--- src/rtl/gray_seq_ctrl.sv ---
// gray_seq_ctrl
//   Walks a binary index from a captured first value to a captured last
//   value (modulo 2^WIDTH) and presents each index with its Gray code on a
//   valid/ready output stream. It can run once, or run continuously when
//   wrap is set.
//
// Parameters
//   WIDTH      index / Gray code width (2..16)
//
// Ports
//   clk        rising-edge clock
//   rst        asynchronous active-high reset
//   start      begin a sequence (sampled in IDLE; stop has priority)
//   stop       abort the running sequence (sampled in RUN)
//   first      first index, captured on accepted start
//   last       final index, captured on accepted start
//   wrap       continuous mode, captured on accepted start
//   out_valid  beat available (high in RUN)
//   out_ready  downstream accepts the beat
//   out_bin    current binary index
//   out_gray   Gray code of out_bin, registered together with it
//   busy       high in RUN
//   done       one-cycle pulse when a non-wrapping sequence completes
//   beat_cnt   accepted beats since last start, saturating at all-ones
//   gray_err   (only with GRAY_SEQ_CHECK_EN) sticky Gray/binary mismatch flag
//
// Optional feature macro: GRAY_SEQ_CHECK_EN
module gray_seq_ctrl #(
  parameter int unsigned WIDTH = 4
) (
  input  logic             clk,
  input  logic             rst,
  input  logic             start,
  input  logic             stop,
  input  logic [WIDTH-1:0] first,
  input  logic [WIDTH-1:0] last,
  input  logic             wrap,
  output logic             out_valid,
  input  logic             out_ready,
  output logic [WIDTH-1:0] out_bin,
  output logic [WIDTH-1:0] out_gray,
  output logic             busy,
  output logic             done,
  output logic [WIDTH:0]   beat_cnt
`ifdef GRAY_SEQ_CHECK_EN
  ,
  output logic             gray_err
`endif
);

  typedef enum logic {
    S_IDLE,
    S_RUN
  } state_t;

  state_t           r_state;
  state_t           w_next;

  logic [WIDTH-1:0] r_first;
  logic [WIDTH-1:0] r_last;
  logic             r_wrap;
  logic [WIDTH-1:0] r_bin;
  logic [WIDTH-1:0] r_gray;
  logic [WIDTH:0]   r_beat;
  logic             r_done;

  logic             w_start_acc;
  logic             w_beat_acc;
  logic             w_stop_run;
  logic             w_at_last;
  logic             w_finish;
  logic [WIDTH-1:0] w_bin_next;
  logic [WIDTH-1:0] w_gray_next;

  assign w_start_acc = (r_state == S_IDLE) && start && !stop;
  assign w_beat_acc  = (r_state == S_RUN) && out_ready;
  assign w_stop_run  = (r_state == S_RUN) && stop;
  assign w_at_last   = (r_bin == r_last);
  // Normal completion: last index accepted, not wrapping, not aborted.
  assign w_finish    = w_beat_acc && !stop && w_at_last && !r_wrap;

  // State register
  always_ff @(posedge clk or posedge rst) begin
    if (rst) begin
      r_state <= S_IDLE;
    end else begin
      r_state <= w_next;
    end
  end

  // Next-state logic
  always_comb begin
    w_next = r_state;
    unique case (r_state)
      S_IDLE: begin
        if (w_start_acc) begin
          w_next = S_RUN;
        end
      end
      S_RUN: begin
        if (w_stop_run || w_finish) begin
          w_next = S_IDLE;
        end
      end
      default: w_next = S_IDLE;
    endcase
  end

  // Output logic
  always_comb begin
    out_valid = (r_state == S_RUN);
    busy      = (r_state == S_RUN);
    done      = r_done;
    out_bin   = r_bin;
    out_gray  = r_gray;
    beat_cnt  = r_beat;
  end

  // Next index; Gray is computed from it so both registers update together.
  // On stop or completion the index holds its last presented value.
  always_comb begin
    w_bin_next = r_bin;
    if (w_start_acc) begin
      w_bin_next = first;
    end else if (w_beat_acc && !stop) begin
      if (!w_at_last) begin
        w_bin_next = WIDTH'(r_bin + 1'b1);
      end else if (r_wrap) begin
        w_bin_next = r_first;
      end
    end
    w_gray_next = w_bin_next ^ (w_bin_next >> 1);
  end

  always_ff @(posedge clk or posedge rst) begin
    if (rst) begin
      r_first <= '0;
      r_last  <= '0;
      r_wrap  <= 1'b0;
      r_bin   <= '0;
      r_gray  <= '0;
      r_beat  <= '0;
      r_done  <= 1'b0;
    end else begin
      r_bin  <= w_bin_next;
      r_gray <= w_gray_next;
      r_done <= w_finish;
      if (w_start_acc) begin
        r_first <= first;
        r_last  <= last;
        r_wrap  <= wrap;
        r_beat  <= '0;
      end else if (w_beat_acc && (r_beat != '1)) begin
        r_beat <= r_beat + 1'b1;
      end
    end
  end

`ifdef GRAY_SEQ_CHECK_EN
  // Decode Gray back to binary by prefix XOR from the MSB.
  logic [WIDTH-1:0] w_dec;

  always_comb begin
    w_dec = '0;
    w_dec[WIDTH-1] = r_gray[WIDTH-1];
    for (int unsigned i = 1; i < WIDTH; i++) begin
      w_dec[WIDTH-1-i] = w_dec[WIDTH-i] ^ r_gray[WIDTH-1-i];
    end
  end

  logic r_err;

  always_ff @(posedge clk or posedge rst) begin
    if (rst) begin
      r_err <= 1'b0;
    end else if (w_start_acc) begin
      r_err <= 1'b0;
    end else if ((r_state == S_RUN) && (w_dec != r_bin)) begin
      r_err <= 1'b1;
    end
  end

  assign gray_err = r_err;
`endif

endmodule

--- config.mk ---
export PLATFORM = sky130hd
export DESIGN_NAME = gray_seq_ctrl
export DESIGN_NICKNAME = d
export VERILOG_FILES = /design/src/rtl/gray_seq_ctrl.sv
export SDC_FILE = /design/constraint.sdc
export NUM_CORES = 1
export LEC_CHECK = 0
export CORE_MARGIN = 2
export CORE_UTILIZATION = 30
export CTS_BUF_LIST = sky130_fd_sc_hd__clkbuf_8
export DETAILED_ROUTE_END_ITERATION = 8
export HOLD_SLACK_MARGIN = 0.15
export SLEW_MARGIN = 20
export SYNTH_ARGS = -nofsm -noshare
export SYNTH_HDL_FRONTEND = slang
export SYNTH_SLANG_ARGS = --single-unit
--- constraint.sdc ---
create_clock -name clk -period 2.6 [get_ports clk]
set_clock_uncertainty 0.1 [all_clocks]
set_input_delay 0.52 -clock clk [delete_from_list [all_inputs] [get_ports clk]]
set_output_delay 0.52 -clock clk [all_outputs]
set_load 0.05 [all_outputs]
==> out/qor.yml <==
sta:
  worst_pin_slew_ps: 519.3
  setup_ws_ps: 226.4
  fmax_mhz: 421.3
  slew_viol_final: 0
  holdWs_ps: 383.9
  tns_ps: 0
  maxSlewHeadroom_pct: 65.25
  hold_viol_final: 0
  fin_crit_sh_pct: 91.29
  layout_min_cycle_time_ps: 2374
  grt_setup_unrepaired: "no"
  setup_viol: 0
grt:
  grt_usage_pct: 13.87
  grt_pass1_wl_microns: 4850
  grt_max_degree: 24
  use_met2_pct: 22.12
  grt_most_used_layer: "met2"
  grt_pass1_vias: 1045
  grt.overflow.total: 0
  use_met1_pct: 18.54
  antenna_found_initial: 0
  grt_use_met3_pct: 4.441
clocking:
  cts_tree: "done"
  cts-hold-fix-buffers: 0
  path_clk_slew_ps: 80
  post_cts_buffers: 0
  htree_levels: 1
  cts_max_path_buffers: 2
  cts.sinks: 23
  clock_latency_ps: 260
  post_cts_resized: 0
  cts_root_buf: "clkbuf_8"
  cts_buffers: 3
worst_setup_path:
  path_cells: "xor2_1 > or4_1 > mux2i_1 > o221ai_1 > nand3_1 > o221a_2"
  startpoint_type: "register"
  max_stage_delay_ps: 690
  critPathCaptureType: "register"
  crit_buf_inv: 0
  critical_path_class: "reg2reg"
  arrival_ps: 2430
  cp.required_ps: 2660
  crit_path_top_delay_cell: "or4_1"
  critical-path-top-delay-family: "simple AND/OR/NAND/NOR gates"
  cp_max_fo: 7
synthesis:
  syn_nets: 153
  yosysTopAreaCellShare_pct: 46.18
  synth-xor-area-share_pct: 6.325
  synth_top_area_cell: "dfrtp_1"
  muxShareOfSynthArea_pct: 5.924
  yosys-top-cells-area: "dfrtp_1 (46%), nand2_1 (11%), xor2_1 (4.9%), mux2i_1 (3.2%), ha_1 (3.0%)"
  synth_edf_count: 0
  syn_avg_cell_area_sq_um: 9.163
  synth_seq_cells: 23
  ys_async_sr_fraction_pct: 100.0
  syn_area_sq_mm: 0.001246
  synth_compound_area_share_pct: 10.54
  postSynthCellCount: 136
  synth_fa_ha_area_share_pct: 3.012
  synth_top_family_by_area: "simple AND/OR/NAND/NOR gates"
  synth.distinct_cells: 36
  synth_ff_type: "dfrtp_1"
  ys_warn_count: 0
  ys_seq_area_share_pct: 46.18
  synth-simple-area-share_pct: 23.69
routing:
  vias: 1056
  drt_iter0_markers: 54
  remaining_drc_errors: 0
  wl_per_cell_microns: 13.02
  viasPerCell: 4.889
  wirelength_microns: 2812
  firstDrtPassIters: 4
  drtAntennaViolNets: 0
place:
  gp_congestion: 0.8248
  io_buffers: 29
  dp_hpwl_microns: 2132
  pre_cts_ws_ps: 200.3
floorplan:
  die_h_microns: 68.45
  dieWidth_microns: 68.45
  dieArea_sq_mm: 0.004685
  floorplan.initialDensity_pct: 31.15
  rows: 23
  io_pins: 30
  core_sq_mm: 0.004000
layout:
  insertedDiodeCount: 0
  drive_above_1_share_pct: 10.24
  area_growth_pct: 31.63
  utilization_pct: 41.01
  nets: 184
power_and_ir_drop:
  finalPower_mw: 1.425
  vdd_drop_max_mv: 0.3949
  p_leak_nw: 0.7640
  power_density_mw_per_mm2: 868.6
status:
  status: "complete, no violations"
min_path:
  hold_class: "reg2reg"
job:
  cap_violations: 0
path summary, 6_finish.rpt:
check	from	end	slack, ps	depth (start not counted)
max in group asynchronous	rst	out_gray[1]	1680	3
worst min-delay path	r_first[0]	r_first[0]	380	2
worst min register to register	r_first[0]	r_first[0]	380	2
min in group asynchronous	rst	r_last[2]	490	3
worst max-delay path	out_bin[1]	out_gray[2]	230	6
worst max register to register	out_bin[1]	out_gray[2]	230	6
through the flow:
| stage | area, sq um | instances |
|---|---|---|
| global route | 1640 | 216 |
| finish | 1640 | 216 |
| CTS | 1640 | 216 |
| floorplan | 1246 | 136 |
| detailed placement | 1594 | 212 |
| global placement | 1594 | 212 |
synthesized netlist by cell type, types with 2 or more instances:
master / instances
buf_4: 2
nand2b_1: 3
mux2i_1: 4
xor2_1: 7
xnor2_1: 2
a31oi_1: 2
nor2_1: 10
mux2_2: 3
nor3_1: 2
nand2_1: 35
o21ai_0: 5
clkbuf_1: 5
ha_1: 3
dfrtp_1: 23
nand3_1: 6
a22o_1: 2
nor2b_1: 3
routing by layer:
metal,vias up,wire length (microns)
li1,522,-
met1,507,1291
met2,25,1355
met3,2,133
met4,0,31
met5,-,0
power breakdown:
part	leakage (nW)	switching (mW)	internal [mW]
registers	0.289	0.0735	0.440
clock network	0.0255	0.114	0.107
logic	0.449	0.418	0.273
sequential cells by signal, indices dropped and copies added (netlist names):
name      flops
beat_cnt      5
busy          1
done          1
out_bin       4
out_gray      3
r_first       4
r_last        4
r_wrap        1
final cells by class:
class                      instances  area, sq um
inverter                           1        3.754
multi-input combinational        103        616.8
fill                             394         2360
clock buffer                       3        41.29
timing repair buffer              35        335.3
sequential                        23        575.6
tap                               50        62.56
clock inverter                     1        5.005
logic make-up (layout without fill, tap and decap cells):
family                   after synthesis  in the layout
buffers and inverters                 10             40
multiplexers                           7              7
adder cells (fa/ha/maj)                3              3
AND/OR/NAND/NOR                       66             66
AO/OA/AOI/OAI                         18             18
flip-flops                            23             23
XOR/XNOR                               9              9
cells in the final DEF, fill, tap and decap left out, types with 2 or more instances in the layout:
master	Yosys	layout
nand2_1	35	35
clkdlybuf4s50_1	0	29
dfrtp_1	23	23
nor2_1	10	10
xor2_1	7	7
nand3_1	6	6
buf_4	2	6
o21ai_0	5	5
mux2i_1	4	4
nand2b_1	3	3
nor2b_1	3	3
mux2_2	3	3
ha_1	3	3
clkbuf_8	0	3
a22o_1	2	2
xnor2_1	2	2
nor3_1	2	2
a31oi_1	2	2
worst min-delay path, delay by kind of cell (launching register included):
kind	cells	cell delay [ps]
DFF	1	350
and+or+nand+nor	2	100
Note: power is estimated with default switching activity, not from simulation.
